===== src/rtl/hazard_unit_mc.sv =====
// hazard_unit_mc: hazard, forwarding and data-memory wait control for the
// five-stage pipeline, with saturating performance counters.
//   in : clk, rstN, D/E/M/W register indices, result selects, PCSrcE,
//        regWriteM/W, memReqM
//   out: stallF/D/E/M, flushD/E/W, forwardAE/BE, memBusy,
//        loadUseCnt, memStallCnt, flushCnt
module hazard_unit_mc #(
    parameter int REG_AW  = 5,
    parameter int MEM_LAT = 1,
    parameter int CNT_W   = 32
) (
    input  logic              clk,
    input  logic              rstN,
    input  logic [REG_AW-1:0] RS1D,
    input  logic [REG_AW-1:0] RS2D,
    input  logic [REG_AW-1:0] RS1E,
    input  logic [REG_AW-1:0] RS2E,
    input  logic [REG_AW-1:0] RDE,
    input  logic [1:0]        resultSrcE,
    input  logic [1:0]        PCSrcE,
    input  logic [REG_AW-1:0] RDM,
    input  logic              regWriteM,
    input  logic [1:0]        resultSrcM,
    input  logic              memReqM,
    input  logic [REG_AW-1:0] RDW,
    input  logic              regWriteW,
    output logic              stallF,
    output logic              stallD,
    output logic              stallE,
    output logic              stallM,
    output logic              flushD,
    output logic              flushE,
    output logic              flushW,
    output logic [1:0]        forwardAE,
    output logic [1:0]        forwardBE,
    output logic              memBusy,
    output logic [CNT_W-1:0]  loadUseCnt,
    output logic [CNT_W-1:0]  memStallCnt,
    output logic [CNT_W-1:0]  flushCnt
);

    localparam int            CW    = $clog2(MEM_LAT) + 1;
    localparam logic [CW-1:0] LAST  = CW'(MEM_LAT - 1);
    localparam bit            MULTI = (MEM_LAT > 1);

    typedef enum logic {IDLE, WAIT} state_t;

    state_t        state;
    logic [CW-1:0] cnt;
    logic          memStall;
    logic          redir;
    logic          useHaz;
    logic          stallAct;
    logic          redirAct;
    logic          hazAct;

    // M-stage loads and PC+4 are not forwardable from M; they fall to W.
    function automatic logic [1:0] fwdSel(
        input logic [REG_AW-1:0] rs,
        input logic              wM,
        input logic [REG_AW-1:0] rdM,
        input logic [1:0]        srcM,
        input logic              wW,
        input logic [REG_AW-1:0] rdW
    );
        logic [1:0] sel;
        sel = 2'b00;
        if (wW && rdW != '0 && rdW == rs)
            sel = 2'b01;
        if (wM && rdM != '0 && rdM == rs) begin
            if (srcM == 2'b00)
                sel = 2'b10;
            else if (srcM == 2'b11)
                sel = 2'b11;
        end
        return sel;
    endfunction

    always_comb begin
        forwardAE = 2'b00;
        forwardBE = 2'b00;
        if (rstN) begin
            forwardAE = fwdSel(RS1E, regWriteM, RDM,
                               resultSrcM, regWriteW, RDW);
            forwardBE = fwdSel(RS2E, regWriteM, RDM,
                               resultSrcM, regWriteW, RDW);
        end
    end

    // In WAIT, cnt runs 1..MEM_LAT-1; the last count releases M.
    always_comb begin
        memStall = 1'b0;
        if (rstN) begin
            if (state == WAIT)
                memStall = (cnt != LAST);
            else
                memStall = MULTI && memReqM;
        end
    end

    assign redir  = rstN && (PCSrcE != 2'b00);
    assign useHaz = rstN
                 && (resultSrcE == 2'b01 || resultSrcE == 2'b10)
                 && (RDE != '0)
                 && (RDE == RS1D || RDE == RS2D);

    // Mutually exclusive after priority masking.
    assign stallAct = memStall;
    assign redirAct = redir && !memStall;
    assign hazAct   = useHaz && !memStall && !redir;

    always_comb begin
        {stallF, stallD, stallE, stallM} = 4'b0000;
        {flushD, flushE, flushW}         = 3'b000;
        unique case (1'b1)
            stallAct: begin
                {stallF, stallD, stallE, stallM} = 4'b1111;
                flushW = 1'b1;
            end
            redirAct: begin
                flushD = 1'b1;
                flushE = 1'b1;
            end
            hazAct: begin
                stallF = 1'b1;
                stallD = 1'b1;
                flushE = 1'b1;
            end
            default: ;
        endcase
    end

    assign memBusy = rstN && (state == WAIT);

    always_ff @(posedge clk or negedge rstN) begin
        if (!rstN) begin
            state <= IDLE;
            cnt   <= '0;
        end else begin
            unique case (state)
                IDLE: begin
                    if (MULTI && memReqM) begin
                        state <= WAIT;
                        cnt   <= CW'(1);
                    end
                end
                WAIT: begin
                    if (cnt == LAST) begin
                        state <= IDLE;
                        cnt   <= '0;
                    end else begin
                        cnt <= cnt + CW'(1);
                    end
                end
            endcase
        end
    end

    always_ff @(posedge clk or negedge rstN) begin
        if (!rstN) begin
            loadUseCnt  <= '0;
            memStallCnt <= '0;
            flushCnt    <= '0;
        end else begin
            if (hazAct && loadUseCnt != '1)
                loadUseCnt <= loadUseCnt + CNT_W'(1);
            if (stallAct && memStallCnt != '1)
                memStallCnt <= memStallCnt + CNT_W'(1);
            if (redirAct && flushCnt != '1)
                flushCnt <= flushCnt + CNT_W'(1);
        end
    end

endmodule


===== config.mk =====
export PLATFORM = sky130hd
export DESIGN_NAME = hazard_unit_mc
export DESIGN_NICKNAME = d
export VERILOG_FILES = /design/src/rtl/hazard_unit_mc.sv
export SDC_FILE = /design/constraint.sdc
export NUM_CORES = 1
export LEC_CHECK = 0
export ABC_AREA = 1
export ABC_CLOCK_PERIOD_IN_PS = 1500
export CAP_MARGIN = 20
export CORE_ASPECT_RATIO = 0.75
export CORE_MARGIN = 2
export CORE_UTILIZATION = 35
export DETAILED_ROUTE_END_ITERATION = 10
export PLACE_DENSITY = 0.65
export SLEW_MARGIN = 20
export SYNTH_ARGS = -nofsm -noshare
export SYNTH_HDL_FRONTEND = slang
export SYNTH_SLANG_ARGS = --single-unit

===== constraint.sdc =====
create_clock -name clk -period 1.5 [get_ports clk]
set_input_delay 0.225 -clock clk [delete_from_list [all_inputs] [get_ports clk]]
set_output_delay 0.225 -clock clk [all_outputs]
set_load 0.05 [all_outputs]

==> results.yml, run 1 <==
power_and_ir_drop:
  total_power_mw: 7.31
  power.density_nw_per_um2: 778
  p_leak_nw: 4.39
  vdd_drop_max_v: 0.000988
worst_setup_path:
  startpoint_type: "register"
  rr_endpoint: "flushCnt[5]"
  worstSetupStartpoint: "flushCnt[1]"
  rrSetupSlack_ps: -160
  arrival_ps: 1870
  crit_type: "register to register"
  critPathCapture: "flushCnt[5]"
  crit_fanout: 13
  end_kind: "register"
  critical_path_required_ps: 1710
  worstRegToRegCells: 11
  r2r-start: "flushCnt[1]"
routing:
  wirelength_um: 18600
  ant_nets: 0
  post_drt_via_cell_ratio: 4.68
  dr.pass1.iters: 5
  vias: 6092
  drt_iter0_markers: 389
  drc: 0
  wl_per_cell_um: 14.3
sta:
  rsz0062_at_grt: "true"
  drv_slew: 0
  fin_tns_setup_ps: -6870
  tightest_slew_ps: 866
  layout_setup_ws_ps: -162
  layout_min_cycle_time_ps: 1660
  finalClockSkew_ps: 8.58
  max_freq_mhz: 602
  finalHoldViolCount: 0
  min_period_over_period_pct: 111
  final-setup-viol-count: 67
  slew_headroom_pct: 42.3
place:
  portBuffers: 116
  dp_cells: 1274
  gp_congestion: 0.919
  dp_hpwl_um: 13400
flow_run:
  cap_violations: 0
yosys:
  syn_inst: 793
  synthTopCellsByArea: "dfrtp_1 31%, nand2_1 25%, buf_4 6.2%"
  synth_seq_cells: 64
  synth_top_area_share_pct: 31.3
  synth_cell_types: 29
  avgSynthCellArea_um2: 6.46
  yosysWarnings: 0
  synth_top_cell_by_area: "dfrtp_1"
  yosysSeqAreaShare_pct: 31.3
  syn_area_um2: 5120
layout:
  drive_gt1_share_pct: 43.1
  nets: 1146
  insertedDiodeCount: 0
  final_cell_mix: "314 x nand2_1, 171 x buf_4, 78 x buf_12"
  fillers: 1184
  finish.utilization_pct: 65.2
  areaGrowthSynthToFinish_pct: 83.4
  final_cells: 1301
  final_common_cell: "nand2_1"
cts:
  clkTransAtPathRegs_ps: 60
  clkLatencyLatePin_ps: 330
  cts_made_buffers: 9
  htreeDepth: 3
  cts_root_buffer: "clkbuf_16"
  cts_tree: "done"
  clock_path_buffers: 2
  cts_hold_buf: 0
  clock_sinks: 64
global_route:
  grt_pass1_wl_um: 27800
  overflow: 0
  grt_max_degree: 65
  grt_util_all_layers_pct: 22.7
  antenna_found_initial: 0
  grt_pass1_vias: 5620
floorplan:
  die-area_um2: 15600
  core_area_um2: 14400
  initial_core_util_pct: 35.6
  io_pins: 154
  die_y_um: 109
  row_count: 38
  die_width_um: 144
run_status:
  status: "finished, violations left"
  violations: "negative setup slack"
worst_hold_path:
  hp-class: "input port to asynchronous set/reset pin"
[registers in the layout, indices dropped and copies added, names as in the netlist]
register    count
loadUseCnt     32
flushCnt       32
[final cells by class]
cell class / count / area [um2] / share of cell area, %
flip-flops and latches: 64 / 1660 / 17.6
well taps: 200 / 250 / 2.66
multi-input cells: 647 / 3560 / 37.9
repair buffers: 306 / 3380 / 36.0
inverters: 68 / 269 / 2.86
clock buffers: 16 / 282 / 3.00
[layer usage]
| layer | part of all wire, % | wire (um) | track usage, % | up-vias |
|---|---|---|---|---|
| met3 | 8.2 | 1530 | 5.01 | 19 |
| met5 | 0 | 0 | 0 | - |
| li1 | - | - | - | 3001 |
| met2 | 45 | 8350 | 35.4 | 246 |
| met1 | 46 | 8500 | 32.4 | 2826 |
| met4 | 1.1 | 208 | 5.18 | 0 |
[worst max-delay path, cell delays in order (launching register included)]
cell      delay (ps)
dfrtp_2          380
ha_4             150
inv_4             40
nor3_4           140
nand2_2          120
nor2_4           140
nand2_2           80
nand2_4          120
inv_8             70
buf_12           150
nand3b_1          80
nand2_1           60
[power by group]
part / switching (mW) / internal, mW / leakage (nW)
registers: 0.139 / 1.91 / 0.803
logic: 1.77 / 1.47 / 3.45
clock network: 0.765 / 1.26 / 0.137
total: 2.67 / 4.63 / 4.39
[through the flow]
step	hold WS [ps]	setup slack [ps]	instance area, um2
finish	188	-162	9400
global route	293	-247	9400
CTS	216	-147	9080
detailed placement	508	-511	8580
global placement	509	-469	8580
floorplan	-70.6	-245	5450
[how the worst min path moves through the flow]
stage,to,slack [ps],cells past startpoint
floorplan,flushCnt[0],-70,0
global placement,flushCnt[12],510,2
detailed placement,flushCnt[12],510,2
CTS,flushCnt[31],220,2
global route,flushCnt[31],290,2
finish,flushCnt[17],190,2
[synthesized netlist by cell type]
cell type and count:
o21ai_2 7, ha_1 4, nor2_4 1, nor3_2 3, o21ai_0 7, nand2_4 1, conb_1 1, inv_1 60
nand2_1 341, a21oi_1 3, nor2_1 81, dfrtp_1 64, nor3_4 2, buf_2 3, nand4_1 14, xor2_1 33
nand2_2 4, nand3b_1 11, nor3_1 32, inv_4 1, o21ai_1 12, xnor2_1 16, nand3_1 32, and2_1 1
inv_2 7, nand4_2 1, buf_4 42, buf_6 4, nor2_2 5
[cell families after synthesis]
| kind of cell | count (synthesis) | synth area share [%] |
|---|---|---|
| AO/OA/AOI/OAI | 29 | 3.35 |
| flip-flops | 64 | 31.3 |
| XOR/XNOR | 49 | 8.38 |
| other | 1 | 0.0732 |
| buffers and inverters | 117 | 12.4 |
| adder cells (fa/ha/maj) | 4 | 0.977 |
| AND/OR/NAND/NOR | 529 | 43.6 |
[timing repair]
item / 4_1_cts / 5_1_grt
setup endpoints to repair: 72 / 73
cloned: 0 / 2
buffers inserted: 11 / 6
gates resized for setup: 156 / 101
pin swaps: 40 / 44
No activity file was read; power rests on OpenSTA's default activity.
==> run 2, diff against run 1 <==
- GPL_ROUTABILITY_DRIVEN: default -> 0
- GPL_TIMING_DRIVEN: default -> 0
==> results.yml, run 2 (same netlist as run 1, synthesis figures left out) <==
place:
  portBuffers: 116
  place_area_um2: 6880
  dp_cells: 1145
  dp_hpwl_um: 12200
routing:
  vias: 5897
  wirelength_um: 18300
  drc: 0
  drt_iter0_markers: 378
  wl_per_cell_um: 14.8
  post_drt_via_cell_ratio: 4.77
  dr.pass1.iters: 5
  ant_nets: 0
power_and_ir_drop:
  p_int_mw: 4.20
  total_power_mw: 6.89
  clockPowerShare_pct: 31.1
  power.density_nw_per_um2: 811
  p_sw_mw: 2.69
  p_comb_share_pct: 38.1
  swShare_pct: 39.1
  vdd_drop_max_v: 0.00129
  seq_power_share_pct: 30.8
  p_leak_nw: 3.98
layout:
  final_cells: 1235
  fillers: 1333
  areaGrowthSynthToFinish_pct: 65.8
  finish.utilization_pct: 59.0
  final_cell_mix: "272 x nand2_1, 95 x buf_4, 64 x nand2_2"
  multiInputGateArea_um2: 3690
  insertedDiodeCount: 0
  drive_gt1_share_pct: 43.7
  final_common_cell: "nand2_1"
  fin_area_um2: 8490
  seq_area_um2: 1660
  nets: 1080
  top_regs: "flushCnt x32, loadUseCnt x32"
sta:
  final-setup-viol-count: 66
  finalHoldViolCount: 0
  rsz0062_at_grt: "true"
  tightest_slew_ps: 852
  layout_min_cycle_time_ps: 1730
  drv_slew: 0
  max_freq_mhz: 579
  layout_setup_ws_ps: -228
  hold_slack_ps: 52.8
  min_period_over_period_pct: 115
  finalClockSkew_ps: 10.5
  slew_headroom_pct: 43.0
worst_setup_path:
  critical_path_required_ps: 1760
  arrival_ps: 1990
  crit_fanout: 8
  end_kind: "register"
  startpoint_type: "register"
  crit_type: "register to register"
floorplan:
  io_pins: 154
  core_area_um2: 14400
  initial_core_util_pct: 35.6
  die-area_um2: 15600
  die_width_um: 144
  die_y_um: 109
  row_count: 38
cts:
  clock_sinks: 64
  htreeDepth: 3
  cts_made_buffers: 9
  clkTransAtPathRegs_ps: 60
  clock_path_buffers: 2
  cts_tree: "done"
  clkLatencyLatePin_ps: 340
  cts_root_buffer: "clkbuf_16"
worst_hold_path:
  hp-class: "input port to asynchronous set/reset pin"
global_route:
  grt_max_degree: 19
  overflow: 0
  grt_util_all_layers_pct: 23.3
  grt_pass1_vias: 5283
  antenna_found_initial: 0
  grt_pass1_wl_um: 28100
flow_run:
  cap_violations: 0
run_status:
  status: "finished, violations left"
  violations: "negative setup slack"
==> run 2: cell types whose count changed in the layout (fill, tap and decap cells not counted), moves of 7 or more <==
cell and change:
nand2_2 +35, nand2_4 +7, nand2_1 -42, buf_8 +13
o21ai_2 +7, buf_12 -74, buf_4 -76, clkdlybuf4s15_2 +34
clkbuf_2 +18
==> run 2: critical path, stage by stage, from the launching register on <==
cell and delay [ps]:
dfrtp_1 410, nand2_2 90, nor3_2 220, nand2_1 130, nor2_1 150, nand2_2 90, nand2_4 110, inv_8 80
bufbuf_16 280, o21ai_1 100
==> run 2: what timing repair did <==
action / in CTS / in global routing
endpoints found under the hold margin: 38 / 0
endpoints found under the setup margin: 136 / 100
hold buffers: 3 / 0
resized for setup: 424 / 176
pin swaps: 53 / 64
setup buffers: 35 / 28
gates cloned: 11 / 1
==> run 2: routing by layer <==
metal,vias to the layer above,wire (um),track usage [%]
met5,-,0,0
met4,0,317,6.79
met3,29,1820,5.36
met2,261,7850,34.5
met1,2718,8310,33.9
li1,2889,-,-
==> run 2: path summary, 6_finish.rpt <==
| check | start | to | slack [ps] | cells past startpoint |
|---|---|---|---|---|
| max | flushCnt[16] | flushCnt[6] | -230 | 9 |
| min | rstN | flushCnt[25] | 50 | 4 |
| max reg2reg | flushCnt[16] | flushCnt[6] | -230 | 9 |
| min reg2reg | flushCnt[15] | flushCnt[15] | 530 | 2 |
| max in group asynchronous | rstN | loadUseCnt[0] | 200 | 3 |
| min in group clk | flushCnt[15] | flushCnt[15] | 530 | 2 |
==> run 2: stage by stage <==
stage	setup WS (ps)	TNS (ps)
after detailed placement	-1390	-54410
after global placement	-4410	-427670
after global routing	-331	-17120
after floorplan	-245	-11830
final	-228	-10700
after CTS	-241	-11280
==> run 2: layout make-up <==
type	instances	area share (%)
clock inverter	5	0.663
inverter	68	3.20
clock buffer	11	2.86
sequential	64	19.5
multi-input combinational	647	43.4
timing repair buffer	193	22.3
tap	200	2.95
buffer	47	5.05
==> run 2: power by group through the flow <==
| stage | Combinational, mW | Sequential (mW) | Clock (mW) |
|---|---|---|---|
| final | 2.62 | 2.12 | 2.14 |
| after detailed placement | 2.10 | 2.17 | 0 |
| after global routing | 2.80 | 2.14 | 2.26 |
| after global placement | 2.08 | 2.18 | 0 |
| after CTS | 2.46 | 2.10 | 2.19 |
| after floorplan | 0.927 | 2.64 | 0 |
==> variant 1 (flow settings as in run 2) <==
`REG_AW`: 5 -> 6.
--- a/src/rtl/hazard_unit_mc.sv
+++ b/src/rtl/hazard_unit_mc.sv
@@ -7,3 +7,3 @@
 module hazard_unit_mc #(
-    parameter int REG_AW  = 5,
+    parameter int REG_AW  = 6,
     parameter int MEM_LAT = 1,
Interface: changed (7 resized); port bits go from 154 to 161. No check against the original RTL was run, so the function may have changed too.
==> variant 1 against run 2 <==
The flow still finishes with violations (setup timing). Largest cell class unchanged. Worst setup slack got worse by 0.020 ns. Clock skew barely moved. Power fell by 3.7%. Cell area rose by 1.6%. Critical path type unchanged. Critical path depth rose by 3. Die area rose by 1.6%. Sequential share of layout area fell by 0.23 points. Combinational power fell by 7%. Sequential cell count did not move. Routed wire length fell by 1.6%. Hold slack improved by 0.32 ns. Largest power group unchanged. Synthesized area rose by 1.6%.
==> variant 1: results (changes against run 2) <==
| Metric | Value |
|---|---|
| Worst Path Arrival | `1.96 ns (-0.03 ns)` |
| GR Util met2 | `33.36% (-1.1 points)` |
| Final Skew | `0.01044 ns (-0.00005880 ns)` |
| Cell variety after synth | `30 (+3.4%)` |
| Post-route setup slack | `-0.2481 ns (-0.01983 ns)` |
| FILL cells | `1311 (-1.7%)` |
| PortBufs | `123 (+6.0%)` |
| DR WL met2 | `8044 um (+2.5%)` |
| Final WL | `18000 um (-1.6%)` |
| Layout cells sized above 1 | `45.16% (+1.5 points)` |
| Post-CTS Setup Inserts | `27 (-23%)` |
| Worst r2r dst | `flushCnt[20]$_DFFE_PN0P_` |
| Drt via density | `4.749 (-0.53%)` |
| Met3 wire len | `1463 um (-19%)` |
| Post-Syn Instances | `834 (+5.2%)` |
| Final setup violation count | `64 (-3.0%)` |
| Crit path max-delay cell type | `dfrtp_2` |
| Placed instance area | `6970 sq um (+1.3%)` |
| Status | `finished, violations left` |
| Failing checks | `setup timing` |
| GR Util met1 | `32.04% (-1.8 points)` |
| Synth area leaders | `dfrtp_1, nand2_1, nor2_1` |
| Post-Place Setup Slack | `-1.139 ns (+0.2493 ns)` |
| Metal1 wirelength | `8225 um (-1.0%)` |
| Power Internal | `4.060 mW (-3.3%)` |
| Slowest stage delay, CP | `0.39 ns (-0.02 ns)` |
| Reg power frac | `31.4% (+0.6 points)` |
| CP startpoint | `flushCnt[0]$_DFFE_PN0P_` |
| Worst Reg-to-Reg Cells | `12 (+3)` |
| Multi-input logic area | `3667 sq um (-0.54%)` |
| Sw frac | `38.82% (-0.24 points)` |
| Final HPWL DP | `12180 um (-0.42%)` |
variant 1: cell types whose count changed in the layout (fill, tap and decap cells not counted), sizes merged, moves of 5 or more:
cell / delta
nand3: -7
buf: +24
clkbuf: -9
nor2: +5
inv: +25
nand2: +22
variant 1: area by class of cell:
class                           count  area share (%)
Sequential cell                    64           19.31
Clock inverter                      6          0.7972
Clock buffer                       10           2.653
Inverter                           91           4.189
Timing Repair Buffer              200           22.55
Buffer                             49           5.117
Multi-Input combinational cell    665           42.48
Tap cell                          200           2.899
variant 1: worst min-delay path: cells and delay by family:
kind     cells  cell delay (ns)
buf+inv      3             1.05
variant 1: logic make-up after synthesis:
| group | synth area share [%] |
|---|---|
| simple gates | 43.93 |
| buf+inv | 13.55 |
| flops | 30.76 |
| xor+xnor | 7.570 |
| compound gates | 3.148 |
| fa+ha+maj | 0.9613 |
| other cells | 0.07203 |
==> variant 2 (flow settings as in run 2) <==
Made on the original files. Make the reset (`rstN`) synchronous in 2 clocked blocks.
--- a/src/rtl/hazard_unit_mc.sv
+++ b/src/rtl/hazard_unit_mc.sv
@@ -134,3 +134,3 @@
 
-    always_ff @(posedge clk or negedge rstN) begin
+    always_ff @(posedge clk) begin
         if (!rstN) begin
@@ -158,3 +158,3 @@
 
-    always_ff @(posedge clk or negedge rstN) begin
+    always_ff @(posedge clk) begin
         if (!rstN) begin
Formal check against the unedited RTL: differs if rstN is asserted again (counterexample within 4 cycles, from zero or initial values and one cycle with rstN low); with rstN held inactive, the same outputs for 10 cycles.
==> variant 2 against run 2 <==
The flow still finishes with violations (setup timing). Cell area down 3.5%. Routed wire length decreased by 13%. Synthesized area shrank 6.2%. Critical path depth up 2. Count of clock-buffer cells in the layout rose by 4. Worst setup slack improved by 0.066 ns. Sequential cell count is the same. Cell count is 4.3% lower. Critical path type unchanged. Critical endpoint is now flushCnt[8]$_SDFFE_PN0P_.
Power is not compared: it rests on default switching activity, and its combinational part moved more than twofold at a synthesized area within 25%.
==> variant 2: results (changes against run 2) <==
| Metric | Value |
|---|---|
| Final HPWL DP | `10650 um (-13%)` |
| Synth area leaders | `dfxtp_1, nand2_1, nor2_1` |
| Adder-cell share of the synthesized area | `1.041% (+0.064 points)` |
| Total track usage | `20.62% (-2.7 points)` |
| Final WL | `15980 um (-13%)` |
| Vias in the first global route | `4980 (-5.7%)` |
| Asr flop ratio synth | `0% (-100 points)` |
| Post-synthesis mux area share | `0% (unchanged)` |
| Cell variety after synth | `33 (+14%)` |
| Sequential share of the synthesized area | `26.65% (-4.6 points)` |
| Clock slew at reported path FFs | `0.05 ns` |
| Hold Worst Slack | `0.4689 ns (+0.4161 ns)` |
| Commonest cells post-synth | `nand2_1, nor2_1, dfxtp_1, inv_1, buf_4` |
| CP Max Fanout | `7 (-1)` |
| Layout cells sized above 1 | `45.88% (+2.2 points)` |
| Post-route setup slack | `-0.1625 ns (+0.06580 ns)` |
| Status | `finished, violations left` |
| Post-synthesis xor/xnor area fraction | `6.377% (-2.0 points)` |
| Relative slew slack | `43.44% (+0.43 points)` |
| Compound-Gate Fraction of Synth Area | `5.232% (+1.9 points)` |
| Pin count of the biggest net entering global routing | `12 (-7)` |
| Worst Reg-to-Reg Cells | `11 (+2)` |
| Failing checks | `setup timing` |
| Via count | `5549 (-5.9%)` |
| Final Skew | `0.004636 ns (-0.005859 ns)` |
| Reg-to-Reg Start | `flushCnt[9]$_SDFFE_PN0P_` |
| Final setup violation count | `61 (-7.6%)` |
| Nets | `1052 (-2.6%)` |
| Critical Path End | `flushCnt[8]$_SDFFE_PN0P_` |
-- variant 2: repair_timing --
action,CTS,global route
pin swaps,92,98
gates resized for setup,383,193
cloned,4,0
setup endpoints to repair,133,109
setup buffers,36,29
hold endpoints to repair,0,0
-- variant 2: metrics by stage --
stage                     setup TNS, ns  setup WS [ns]  cell area [sq um]  power, mW  instances
after floorplan                  -8.091        -0.2157               5348      2.274        815
after global placement           -33.44         -1.304               6728      2.501       1106
final                            -6.701        -0.1625               8194      4.961       1182
after CTS                        -7.082        -0.1874               7617      4.960       1161
after detailed placement         -34.49         -1.313               6728      2.506       1106
after global routing             -13.02        -0.2974               8194      5.133       1182
-- variant 2: per-layer routing --
| layer | share of wire, % | track usage, % | routed length, um | up-vias |
|---|---|---|---|---|
| met1 | 45 | 27.59 | 7178 | 2541 |
| met3 | 4.6 | 3.862 | 738 | 33 |
| met5 | 0 | 0 | 0 | - |
| met2 | 48 | 33.75 | 7741 | 151 |
| met4 | 2.0 | 6.421 | 325 | 0 |
| li1 | - | - | - | 2824 |
-- variant 2: cell type report --
| cell class | count | area, sq um |
|---|---|---|
| Fill cell | 1221 | 5370 |
| Multi-Input combinational cell | 639 | 3918 |
| Clock buffer | 15 | 341.6 |
| Sequential cell | 64 | 1450 |
| Tap cell | 175 | 219.0 |
| Buffer | 52 | 419.2 |
| Timing Repair Buffer | 178 | 1604 |
| Inverter | 58 | 234.0 |
| Clock inverter | 1 | 8.758 |
-- variant 2: critical path, cell delays in order (launching register included) --
cell and delay (ns):
dfxtp_4 0.39, nand2_4 0.09, nor2_4 0.16, nand2_2 0.12, nor2_8 0.15, nand3_4 0.09, nand2_4 0.10, buf_12 0.15
buf_6 0.12, o21ai_2 0.05, nand2_1 0.07, nor2_1 0.05
